File: config.mk
export PLATFORM = sky130hd
export DESIGN_NAME = pulse_train_ctrl
export DESIGN_NICKNAME = d
export VERILOG_FILES = /design/src/rtl/pulse_train_ctrl_pkg.sv /design/src/rtl/pulse_train_ctrl_rep_down_counter.sv /design/src/rtl/pulse_train_ctrl.sv
export SDC_FILE = /design/constraint.sdc
export NUM_CORES = 1
export LEC_CHECK = 0
export CAP_MARGIN = 20
export CORE_MARGIN = 2
export CORE_UTILIZATION = 47
export DETAILED_ROUTE_END_ITERATION = 6
export GPL_TIMING_DRIVEN = 1
export PLACE_DENSITY = 0.87
export SYNTH_ARGS = -nofsm -noshare
export SYNTH_HDL_FRONTEND = slang
export SYNTH_HIERARCHICAL = 1
export SYNTH_SLANG_ARGS = --single-unit
File: constraint.sdc
create_clock -name clk -period 3.1 [get_ports clk]
set_input_delay 0.62 -clock clk [delete_from_list [all_inputs] [get_ports clk]]
set_output_delay 0.62 -clock clk [all_outputs]
set_load 0.01 [all_outputs]
File: src/rtl/pulse_train_ctrl_pkg.sv
// Shared definitions for the pulse-train controller: default widths and FSM state encoding.
package pulse_train_ctrl_pkg;

    localparam int unsigned DEFAULT_WIDTH = 8;
    localparam int unsigned DEFAULT_REP_W = 4;

    typedef enum logic [1:0] {
        StIdle  = 2'd0,
        StLoad  = 2'd1,
        StCount = 2'd2,
        StDone  = 2'd3
    } state_e;

endpackage

File: src/rtl/pulse_train_ctrl_rep_down_counter.sv
// Loadable down counter tracking the remaining pulses of a train; saturates at zero.
module pulse_train_ctrl_rep_down_counter
    import pulse_train_ctrl_pkg::*;
#(
    parameter int unsigned REP_W = DEFAULT_REP_W
) (
    input  logic             clk,
    input  logic             rst,
    input  logic             ld,
    input  logic [REP_W-1:0] din,
    input  logic             dec,
    output logic             last,
    output logic             zero
);

    logic [REP_W-1:0] count_q, count_d;

    always_comb begin
        count_d = count_q;
        if (ld) begin
            count_d = din;
        end else if (dec && (count_q != '0)) begin
            count_d = count_q - 1'b1;
        end
    end

    always_ff @(posedge clk or negedge rst) begin
        if (!rst) begin
            count_q <= '0;
        end else begin
            count_q <= count_d;
        end
    end

    assign last = (count_q == REP_W'(1));
    assign zero = (count_q == '0);

endmodule

File: src/rtl/pulse_train_ctrl.sv
// Drives an external loadable down counter to produce N pulses spaced P+2 cycles apart,
// then strobes done. All outputs are registered.
module pulse_train_ctrl
    import pulse_train_ctrl_pkg::*;
#(
    parameter int unsigned WIDTH = DEFAULT_WIDTH,
    parameter int unsigned REP_W = DEFAULT_REP_W
) (
    input  logic             clk,
    input  logic             rst,
    input  logic             start,
    input  logic [WIDTH-1:0] period,
    input  logic [REP_W-1:0] reps,
    input  logic             abort,
    input  logic             co,
    output logic             ld,
    output logic [WIDTH-1:0] pi,
    output logic             dcen,
    output logic             pulse,
    output logic             busy,
    output logic             done
);

    state_e           state_q, state_d;
    logic [WIDTH-1:0] period_q;
    logic             req_ok, accept, expire;
    logic             rep_last, rep_zero;
    logic             ld_d, dcen_d, pulse_d, busy_d, done_d;

    assign req_ok = (period != '0) && (reps != '0);
    assign accept = (state_q == StIdle) && start && req_ok;
    // abort wins over a coincident carry-out, so that expiry never produces a pulse
    assign expire = (state_q == StCount) && co && !abort;

    pulse_train_ctrl_rep_down_counter #(
        .REP_W (REP_W)
    ) u_rep (
        .clk  (clk),
        .rst  (rst),
        .ld   (accept),
        .din  (reps),
        .dec  (expire),
        .last (rep_last),
        .zero (rep_zero)
    );

    always_ff @(posedge clk or negedge rst) begin
        if (!rst) begin
            state_q  <= StIdle;
            period_q <= '0;
        end else begin
            state_q <= state_d;
            if (accept) begin
                period_q <= period;
            end
        end
    end

    always_comb begin
        state_d = state_q;
        unique case (state_q)
            StIdle:  if (accept) state_d = StLoad;
            StLoad:  state_d = abort ? StIdle : StCount;
            StCount: begin
                if (abort) begin
                    state_d = StIdle;
                end else if (co) begin
                    state_d = (rep_last || rep_zero) ? StDone : StLoad;
                end
            end
            StDone:  state_d = StIdle;
            default: state_d = StIdle;
        endcase
    end

    // Outputs decode the upcoming state so they line up with it after the register.
    always_comb begin
        ld_d    = (state_d == StLoad);
        dcen_d  = (state_d == StCount);
        pulse_d = expire;
        busy_d  = (state_d != StIdle);
        done_d  = (state_q == StDone) || ((state_q == StIdle) && start && !req_ok);
    end

    always_ff @(posedge clk or negedge rst) begin
        if (!rst) begin
            ld    <= 1'b0;
            dcen  <= 1'b0;
            pulse <= 1'b0;
            busy  <= 1'b0;
            done  <= 1'b0;
        end else begin
            ld    <= ld_d;
            dcen  <= dcen_d;
            pulse <= pulse_d;
            busy  <= busy_d;
            done  <= done_d;
        end
    end

    assign pi = period_q;

endmodule
==> results.sh <==
export IMPL_syn_area_sq_um=887
export IMPL_drc_errors=0
export IMPL_die_y_microns=47.4
export IMPL_peakVddDrop_mv=0.337
export IMPL_dieWidth_microns=47.4
export IMPL_synthCells=74
export IMPL_clk_path_buf_depth=2
export IMPL_die_area_sq_mm=0.00225
export IMPL_tightest_slew_ns=0.833
export IMPL_path_delay_family="simple AND/OR/NAND/NOR gates"
export IMPL_wl_per_cell_microns=14.6
export IMPL_initial_core_util_pct=50.8
export IMPL_cts_setup_buffers=0
export IMPL_ios=30
export IMPL_crit_path_cell_trace="clkdlybuf4s50_1, nand3b_1, inv_1, or4b_1, or3_1, a2bb2oi_2"
export IMPL_yosys_warnings=6
export IMPL_drtIter0Drc=9
export IMPL_fin_crit_ns=2.30
export IMPL_port_buffers=29
export IMPL_finClkSkew_ns=0.00358
export IMPL_tns_ns=0
export IMPL_ant_nets=0
export IMPL_leakage_uw=0.000555
export IMPL_internal_power_uw=525
export IMPL_startpoint_type="primary input"
export IMPL_vias_per_cell=5.20
export IMPL_nNetsFinal=127
export IMPL_antenna_cells=0
export IMPL_grt_pass1_wl_mm=3.14
export IMPL_synth_avg_cell_area_sq_um=12.0
export IMPL_finalMaxSlewViolations=0
export IMPL_slowest_delay_ns=0.48
export IMPL_grt_ovfl_total=0
export IMPL_critPathKind="in -> reg"
export IMPL_p_comb_share_pct=37.1
export IMPL_cts_tree="done"
export IMPL_power_switching_uw=222
export IMPL_dpl_worst_slack_ns=0.526
export IMPL_switching_share_pct=29.7
export IMPL_cts_buffers=3
export IMPL_place_gp_congestion=0.762
export IMPL_critPathMaxFanout=9
export IMPL_seq_area_frac_synth_pct=53.6
export IMPL_syn_to_final_growth_pct=38.8
export IMPL_h_tree_depth=1
export IMPL_grtUsageTotal_pct=20.6
export IMPL_holdPathStages=1
export IMPL_critical_path_depth=6
export IMPL_clkTransAtPathRegs_ns=0.11
export IMPL_grt_pass1_vias=716
export IMPL_layout_drive_gt1_share_pct=15.0
export IMPL_cts_sinks=19
export IMPL_hpwlAfterDp_mm=1.47
export IMPL_setup_viol=0
export IMPL_ys_ff_latch=19
export IMPL_hold_path_class="reg -> reg"
export IMPL_hold_violations=0
export IMPL_clk_latency_ns=0.29
export IMPL_antenna_found_initial=0
export IMPL_end_kind="register"
export IMPL_cp_slowest_cell="or4b_1"
export IMPL_wl_mm=1.93
export IMPL_crit_buf_inv=2
export IMPL_worstPathArrival_ns=2.53
export IMPL_rr_worst_depth=7
export IMPL_power_total_uw=746
export IMPL_layout_setup_ws_ns=0.799
export IMPL_holdWs_ns=0.519
export IMPL_power_density_mw_per_mm2=606
export IMPL_cp_required_ns=3.33
export IMPL_synth_nets=93
export IMPL_status="finished clean"
export IMPL_max_slew_margin_pct=44.3
export IMPL_ys_types=26
export IMPL_core_sq_mm=0.00175
export IMPL_cts_repair_resized=0
export IMPL_firstDrtPassIters=4
export IMPL_maxCapViolCount=0
export IMPL_max_freq_mhz=435
export IMPL_clkPwrFrac_pct=16.6
export IMPL_num_vias=687
export IMPL_grt_max_degree=20
export IMPL_root_buffer="clkbuf_4"
export IMPL_fp_row_count=15
export IMPL_post_route_period_util_pct=74.2
export IMPL_seq_power_share_pct=46.3
export IMPL_cts_hold_buf=0
export IMPL_grt_setup_unrepaired="false"
==> flip-flops by register name (all words and copies together), names as in the netlist <==
name / flops
done: 1
pi: 8
pulse: 1
ld: 1
dcen: 1
busy: 1
state_q: 2
u_rep/count_q: 4
==> through the flow <==
step	area (sq um)	util, %	std cells
2_1_floorplan	887	-	74
3_3_place_gp	1200	69.0	128
3_5_place_dp	1200	69.0	128
4_1_cts	1230	70.5	132
5_1_grt	1230	70.5	132
6_report	1230	70.5	132
==> cells in the final DEF, fill, tap and decap left out, drive strengths merged, types with 2 or more instances in the layout <==
| master | count |
|---|---|
| clkbuf | 4 |
| inv | 6 |
| a2bb2oi | 2 |
| o21ai | 4 |
| dfrtp | 19 |
| or3b | 3 |
| ha | 2 |
| nor4 | 4 |
| clkdlybuf4s50 | 29 |
| nor2b | 2 |
| a21oi | 5 |
| nand2 | 6 |
| mux2 | 8 |
| nor2 | 2 |
==> power groups by stage <==
| stage | clock network, uW | registers, uW | logic, uW |
|---|---|---|---|
| 2_1_floorplan | 0 | 363 | 126 |
| 3_3_place_gp | 0 | 345 | 269 |
| 3_5_place_dp | 0 | 350 | 276 |
| 4_1_cts | 127 | 345 | 279 |
| 5_1_grt | 141 | 354 | 301 |
| 6_report | 124 | 346 | 277 |
==> cell usage after synthesis, drive strengths merged <==
cell type | instances | share of area [%]
a211o | 1 | 0.99
a21o | 1 | 0.99
a21oi | 5 | 2.8
a2bb2oi | 2 | 2.7
a31oi | 1 | 0.71
and4b | 1 | 1.1
buf | 1 | 1.3
dfrtp | 19 | 54
ha | 2 | 2.8
inv | 6 | 2.5
mux2 | 8 | 13
nand2 | 6 | 2.5
nand3 | 1 | 0.56
nand3b | 1 | 0.85
nor2 | 2 | 0.85
nor2b | 2 | 1.4
nor3b | 1 | 0.85
nor4 | 4 | 2.8
o211ai | 1 | 0.85
o21ai | 4 | 2.3
or3 | 1 | 0.71
or3b | 3 | 3.0
or4b | 1 | 1.1
==> layer usage <==
layer	wire length (microns)	up-vias	global-route usage (%)
met5	0	-	0
met4	27	0	11.7
met3	69	2	2.26
met2	927	18	33.0
met1	907	336	27.3
li1	-	331	-
==> worst paths after layout <==
check	from	to	slack, ns
worst max-delay path	abort	u_rep/count_q[3]	0.80
worst max register to register	u_rep/count_q[0]	ld	1.11
min in group asynchronous	rst	done	0.80
worst min register to register	pi[6]	pi[6]	0.52
max in group asynchronous	rst	pi[6]	1.79
worst min-delay path	pi[6]	pi[6]	0.52
==> logic make-up (layout without fill, tap and decap cells) <==
kind of cell / Yosys count / count (layout) / share of synthesized area (%)
AND/OR/NAND/NOR: 23 / 23 / 15.8
multiplexers: 8 / 8 / 12.7
flip-flops: 19 / 19 / 53.6
adder cells (fa/ha/maj): 2 / 2 / 2.82
AO/OA/AOI/OAI: 15 / 15 / 11.3
buffers and inverters: 7 / 40 / 3.81
==> cell type report <==
cell class                 count  area [sq um]
multi-input combinational     48           378
tap                           25          31.3
inverter                       6          22.5
timing repair buffer          30           298
fill                         124           514
sequential                    19           475
clock buffer                   4          26.3
==> worst reg2reg max path, stage by stage, from the launching register on <==
cell       delay [ns]
dfrtp_1          0.38
inv_1            0.09
ha_1             0.23
or3b_2           0.23
inv_1            0.07
or3b_2           0.45
a21oi_1          0.29
a2bb2oi_1        0.19
No activity file was read; power rests on OpenSTA's default activity.
